[src/rtl/hud_pkg.sv]
// Shared types and helpers for the HUD score/coin/timer BCD conversion path.
package hud_pkg;

    typedef logic [3:0] bcd_digit_t;

    typedef enum logic [1:0] {
        IDLE  = 2'd0,
        SHIFT = 2'd1,
        DONE  = 2'd2
    } conv_state_t;

    localparam bcd_digit_t BCD_ADD3_THRESHOLD = 4'd5;

    // 10^n, evaluated at elaboration for the saturation compare.
    function automatic logic [63:0] pow10(input int n);
        logic [63:0] p;
        p = 64'd1;
        for (int i = 0; i < n; i++) p = p * 64'd10;
        return p;
    endfunction

endpackage

[src/rtl/bcd_add3.sv]
// Double-dabble digit correction: a digit of 5 or more gets 3 added before the shift.
module bcd_add3
    import hud_pkg::*;
(
    input  bcd_digit_t d_i,
    output bcd_digit_t d_o
);

    assign d_o = (d_i >= BCD_ADD3_THRESHOLD) ? d_i + 4'd3 : d_i;

endmodule

[src/rtl/score_bcd_converter.sv]
// Iterative binary-to-BCD converter for the HUD digit renderers; one bit per cycle,
// outputs held stable between done pulses.
module score_bcd_converter
    import hud_pkg::*;
#(
    parameter int BIN_WIDTH = 20,
    parameter int DIGITS    = 6,
    parameter int MSD_W     = (DIGITS > 1) ? $clog2(DIGITS) : 1,
    parameter int CNT_W     = (BIN_WIDTH > 1) ? $clog2(BIN_WIDTH) : 1
) (
    input  logic                       clk,
    input  logic                       reset,
    input  logic                       start,
    input  logic [BIN_WIDTH-1:0]       value,
    output logic                       busy,
    output logic                       done,
    output logic [DIGITS-1:0][3:0]     digits,
    output logic [MSD_W-1:0]           msd_index,
    output logic                       overflow
);

    conv_state_t               state_q, state_d;
    logic [DIGITS-1:0][3:0]    scratch_q, scratch_d;
    logic [BIN_WIDTH-1:0]      shreg_q, shreg_d;
    logic [CNT_W-1:0]          cnt_q, cnt_d;
    logic                      ovfp_q, ovfp_d;
    logic                      busy_q, busy_d;
    logic                      done_q, done_d;
    logic [DIGITS-1:0][3:0]    digits_q, digits_d;
    logic [MSD_W-1:0]          msd_q, msd_d;
    logic                      ovf_q, ovf_d;

    logic [DIGITS-1:0][3:0]    adj;
    logic [DIGITS-1:0][3:0]    disp;
    logic [MSD_W-1:0]          msd_c;

    for (genvar g = 0; g < DIGITS; g++) begin : g_add3
        bcd_add3 u_add3 (
            .d_i (scratch_q[g]),
            .d_o (adj[g])
        );
    end

    assign disp = ovfp_q ? {DIGITS{4'd9}} : scratch_q;

    // Highest nonzero digit of what will be displayed; 0 for an all-zero value.
    always_comb begin
        msd_c = '0;
        for (int i = 0; i < DIGITS; i++) begin
            if (disp[i] != 4'd0) msd_c = MSD_W'(i);
        end
    end

    always_comb begin
        state_d   = state_q;
        scratch_d = scratch_q;
        shreg_d   = shreg_q;
        cnt_d     = cnt_q;
        ovfp_d    = ovfp_q;
        busy_d    = busy_q;
        done_d    = 1'b0;
        digits_d  = digits_q;
        msd_d     = msd_q;
        ovf_d     = ovf_q;
        case (state_q)
            IDLE: begin
                if (start) begin
                    shreg_d   = value;
                    scratch_d = '0;
                    ovfp_d    = (64'(value) >= pow10(DIGITS));
                    cnt_d     = CNT_W'(BIN_WIDTH - 1);
                    busy_d    = 1'b1;
                    state_d   = SHIFT;
                end
            end
            SHIFT: begin
                // Bits pushed past the top digit fall off; overflow was decided at load.
                {scratch_d, shreg_d} = {adj, shreg_q} << 1;
                if (cnt_q == '0) state_d = DONE;
                else             cnt_d   = cnt_q - 1'b1;
            end
            DONE: begin
                digits_d = disp;
                msd_d    = msd_c;
                ovf_d    = ovfp_q;
                done_d   = 1'b1;
                busy_d   = 1'b0;
                state_d  = IDLE;
            end
            default: state_d = IDLE;
        endcase
    end

    always_ff @(posedge clk or posedge reset) begin
        if (reset) begin
            state_q   <= IDLE;
            scratch_q <= '0;
            shreg_q   <= '0;
            cnt_q     <= '0;
            ovfp_q    <= 1'b0;
            busy_q    <= 1'b0;
            done_q    <= 1'b0;
            digits_q  <= '0;
            msd_q     <= '0;
            ovf_q     <= 1'b0;
        end else begin
            state_q   <= state_d;
            scratch_q <= scratch_d;
            shreg_q   <= shreg_d;
            cnt_q     <= cnt_d;
            ovfp_q    <= ovfp_d;
            busy_q    <= busy_d;
            done_q    <= done_d;
            digits_q  <= digits_d;
            msd_q     <= msd_d;
            ovf_q     <= ovf_d;
        end
    end

    assign busy      = busy_q;
    assign done      = done_q;
    assign digits    = digits_q;
    assign msd_index = msd_q;
    assign overflow  = ovf_q;

endmodule

[config.mk]
export PLATFORM = sky130hd
export DESIGN_NAME = score_bcd_converter
export DESIGN_NICKNAME = d
export VERILOG_FILES = /design/src/rtl/hud_pkg.sv /design/src/rtl/bcd_add3.sv /design/src/rtl/score_bcd_converter.sv
export SDC_FILE = /design/constraint.sdc
export NUM_CORES = 1
export LEC_CHECK = 0
export CAP_MARGIN = 20
export CORE_ASPECT_RATIO = 1.75
export CORE_MARGIN = 1.5
export CORE_UTILIZATION = 62
export CTS_BUF_LIST = sky130_fd_sc_hd__clkbuf_2 sky130_fd_sc_hd__clkbuf_4 sky130_fd_sc_hd__clkbuf_8
export DETAILED_ROUTE_END_ITERATION = 6
export GPL_ROUTABILITY_DRIVEN = 0
export PLACE_DENSITY = 0.85
export SLEW_MARGIN = 20
export SYNTH_ARGS = -nofsm -noshare
export SYNTH_HDL_FRONTEND = slang
export SYNTH_SLANG_ARGS = --single-unit
[constraint.sdc]
create_clock -name clk -period 4.1 [get_ports clk]
set_clock_uncertainty 0.15 [all_clocks]
set_input_delay 0.82 -clock clk [delete_from_list [all_inputs] [get_ports clk]]
set_output_delay 0.82 -clock clk [all_outputs]
set_load 0.01 [all_outputs]
==> reports/metrics.csv <==
stage;metric;value;unit
status;outcome;finished clean;
clocking;root_buffer;clkbuf_8;
setup_path;r2r_cells;4;
clocking;clock_path_buffers;2;
synthesis;mappedNetlistArea;4040;um^2
clocking;clock_latency;0.35;ns
setup_path;critPathCaptureType;flop;
clocking;cts_setup_buffers;0;
synthesis;ys_types;41;
grt;grt_use_total;24.5;%
cells_and_area;area_growth;16.4;%
grt;grt_max_degree;53;
placement;dp_slack;1.36;ns
synthesis;async_reset_ff_share;100;%
sta;fin_crit_sh;58.0;%
setup_path;rr_endpoint;scratch_q[12];
detailed_routing;ant_nets;0;
synthesis;synth_nets;460;
floorplan;dieArea;7030;um^2
hold_path;hp-start;digits[10];
synthesis;syn_avg_cell_area;9.53;um^2
sta;slew-limit-headroom;38.1;%
placement;dpl.hpwl;5500;um
detailed_routing;wire_per_inst;14.2;um
detailed_routing;num_vias;3146;
flow_run;drv_cap;0;
synthesis;synthCells;424;
detailed_routing;drtIter0Drc;213;
synthesis;synth_seq_area_share;50.8;%
clocking;cts_made_buffers;9;
grt;grt_pass1_vias;3073;
grt;grt_overflow;0;
sta;tns;0;ns
grt;grt_pass1_wl;13300;um
sta;fin_ws;1.72;ns
sta;setup_viol;0;
setup_path;reg2reg_slack;1.99;ns
cells_and_area;drive_above_1_share;7.89;%
synthesis;yosys_warnings;0;
cells_and_area;n_antenna_cell;0;
hold_path;min_to;digits[10];
floorplan;die_h;110;um
grt;grtUsageMet2;43.7;%
floorplan;core;6230;um^2
setup_path;worstReg2RegStart;state_q[1];
grt;grt_busiest_layer;met2;
clocking;ctsHtreeMaxLevel;3;
synthesis;ys_seq_elements;82;
sta;final_hold_viol_count;0;
setup_path;critPathLaunchType;primary input;
synthesis;ys.flop_type;dfrtp_1;
hold_path;hold_depth;2;
floorplan;num_rows;38;
synthesis;synth-edff-count;0;
grt;antenna_found_initial;0;
sta;timing.fmax;0.421;GHz
sta;rsz0062_at_grt;no;
sta;slew_violations;0;
clocking;cts.sinks;82;
grt;grt.met3_usage;4.40;%
sta;period_needed;2.38;ns
sta;hold_ws;0.315;ns
clocking;cts_hold_repair.buffers;0;
power_and_ir_drop;p_per_area;710;nW/um^2
setup_path;cp_data_arrival_time;2.49;ns
power_and_ir_drop;peakVddDrop;0.395;mV
grt;use_met1;28.2;%
setup_path;cp_max_fo;25;
sta;tightest_slew;0.927;ns
hold_path;hold_class;reg2reg;
power_and_ir_drop;design_power_total;0.00334;W
setup_path;worstPathRequired;4.22;ns
floorplan;io_pins;53;
placement;portBuffers;52;
detailed_routing;via_per_inst;5.73;
power_and_ir_drop;leakagePower;2.08;nW
clocking;cts_tree;done;
detailed_routing;drt_pre_antenna_iters;5;
clocking;cts-resized-gates;0;
setup_path;cp-startpoint;start;
floorplan;start_util;64.9;%
cells_and_area;fin_nets;503;
setup_path;worstSetupPathType;in2reg;
detailed_routing;wirelength;7800;um
floorplan;die_x;64.0;um
clocking;cts.clk_slew.worst_paths;0.07;ns
detailed_routing;drc;0;
==> cell usage after synthesis, types with 2 or more instances <==
master	number	area [um^2]
nand2_1	90	338
dfrtp_1	82	2050
o21ai_0	40	200
nor2_1	31	116
a31oi_1	20	125
inv_1	17	63.8
nand3_1	16	80.1
a21oi_1	13	65.1
buf_2	13	65.1
ha_1	13	163
nand2b_1	12	75.1
o31ai_1	11	82.6
xnor2_1	7	61.3
a32o_1	6	60.1
mux2_2	6	67.6
buf_6	5	56.3
buf_4	4	30.0
clkbuf_1	3	11.3
nand3b_1	3	22.5
nor3_1	3	15.0
nor3b_1	3	22.5
o31ai_2	3	37.5
nor4b_1	2	17.5
o21a_1	2	15.0
o32ai_1	2	17.5
xor2_1	2	17.5
==> logic make-up after synthesis <==
| group | Yosys count | share of synthesized area [%] |
|---|---|---|
| AOI/OAI and AO/OA | 102 | 16.5 |
| xor gates and xnor gates | 9 | 1.95 |
| DFF | 82 | 50.8 |
| and+or+nand+nor | 168 | 19.1 |
| adders and majority gates | 13 | 4.02 |
| muxes | 7 | 1.92 |
| buffers and inverters | 43 | 5.70 |
==> flip-flops by register name, indices dropped and copies added (netlist names) <==
signal / count
busy: 1
ovfp_q: 1
state_q: 2
done: 1
overflow: 1
scratch_q: 24
cnt_q: 5
msd_index: 3
digits: 24
shreg_q: 20
==> final cells by class <==
class                   instances  area (um^2)
inverters                      18         68.8
well taps                      80          100
fillers                       454         1520
multi-input cells             299         1760
flip-flops and latches         82         2050
repair buffers                 57          558
clock buffers                  13          166
==> stage by stage <==
stage | util, % | instances | instance area [um^2]
floorplan | - | 424 | 4040
global placement | 72.9 | 536 | 4540
detailed placement | 72.9 | 536 | 4540
CTS | 75.5 | 549 | 4700
global route | 75.5 | 549 | 4700
finish | 75.5 | 549 | 4700
==> how the worst max path moves through the flow <==
| stage | endpoint | slack, ns | cells past startpoint |
|---|---|---|---|
| floorplan | busy | 1.02 | 1 |
| global placement | shreg_q[14] | 1.45 | 4 |
| detailed placement | shreg_q[1] | 1.36 | 4 |
| CTS | shreg_q[1] | 1.74 | 4 |
| global route | shreg_q[1] | 1.54 | 4 |
| finish | shreg_q[4] | 1.72 | 4 |
==> placed cells by master, fill, tap and decap left out, types with 7 or more instances in the layout <==
| cell type | n |
|---|---|
| nand2_1 | 90 |
| dfrtp_1 | 82 |
| clkdlybuf4s50_1 | 52 |
| o21ai_0 | 40 |
| nor2_1 | 31 |
| a31oi_1 | 20 |
| inv_1 | 16 |
| nand3_1 | 16 |
| a21oi_1 | 13 |
| ha_1 | 13 |
| nand2b_1 | 12 |
| o31ai_1 | 11 |
| clkbuf_8 | 11 |
| xnor2_1 | 7 |
==> routing by layer <==
metal,up-vias,wire length [um]
li1,1540,-
met1,1504,3280
met2,86,4080
met3,16,276
met4,0,169
met5,-,0
==> where the power goes <==
part / internal [W] / switching [W] / total [W]
clock network: 0.000257 / 0.000260 / 0.000517
logic: 0.000681 / 0.000716 / 0.00140
registers: 0.00113 / 0.000298 / 0.00143
==> worst max-delay path, cell delays in order <==
cell,delay [ns]
clkdlybuf4s50_1,0.52
nor3b_4,0.79
nand2_1,0.14
a31oi_1,0.22
No activity file was read; power rests on OpenSTA's default activity.
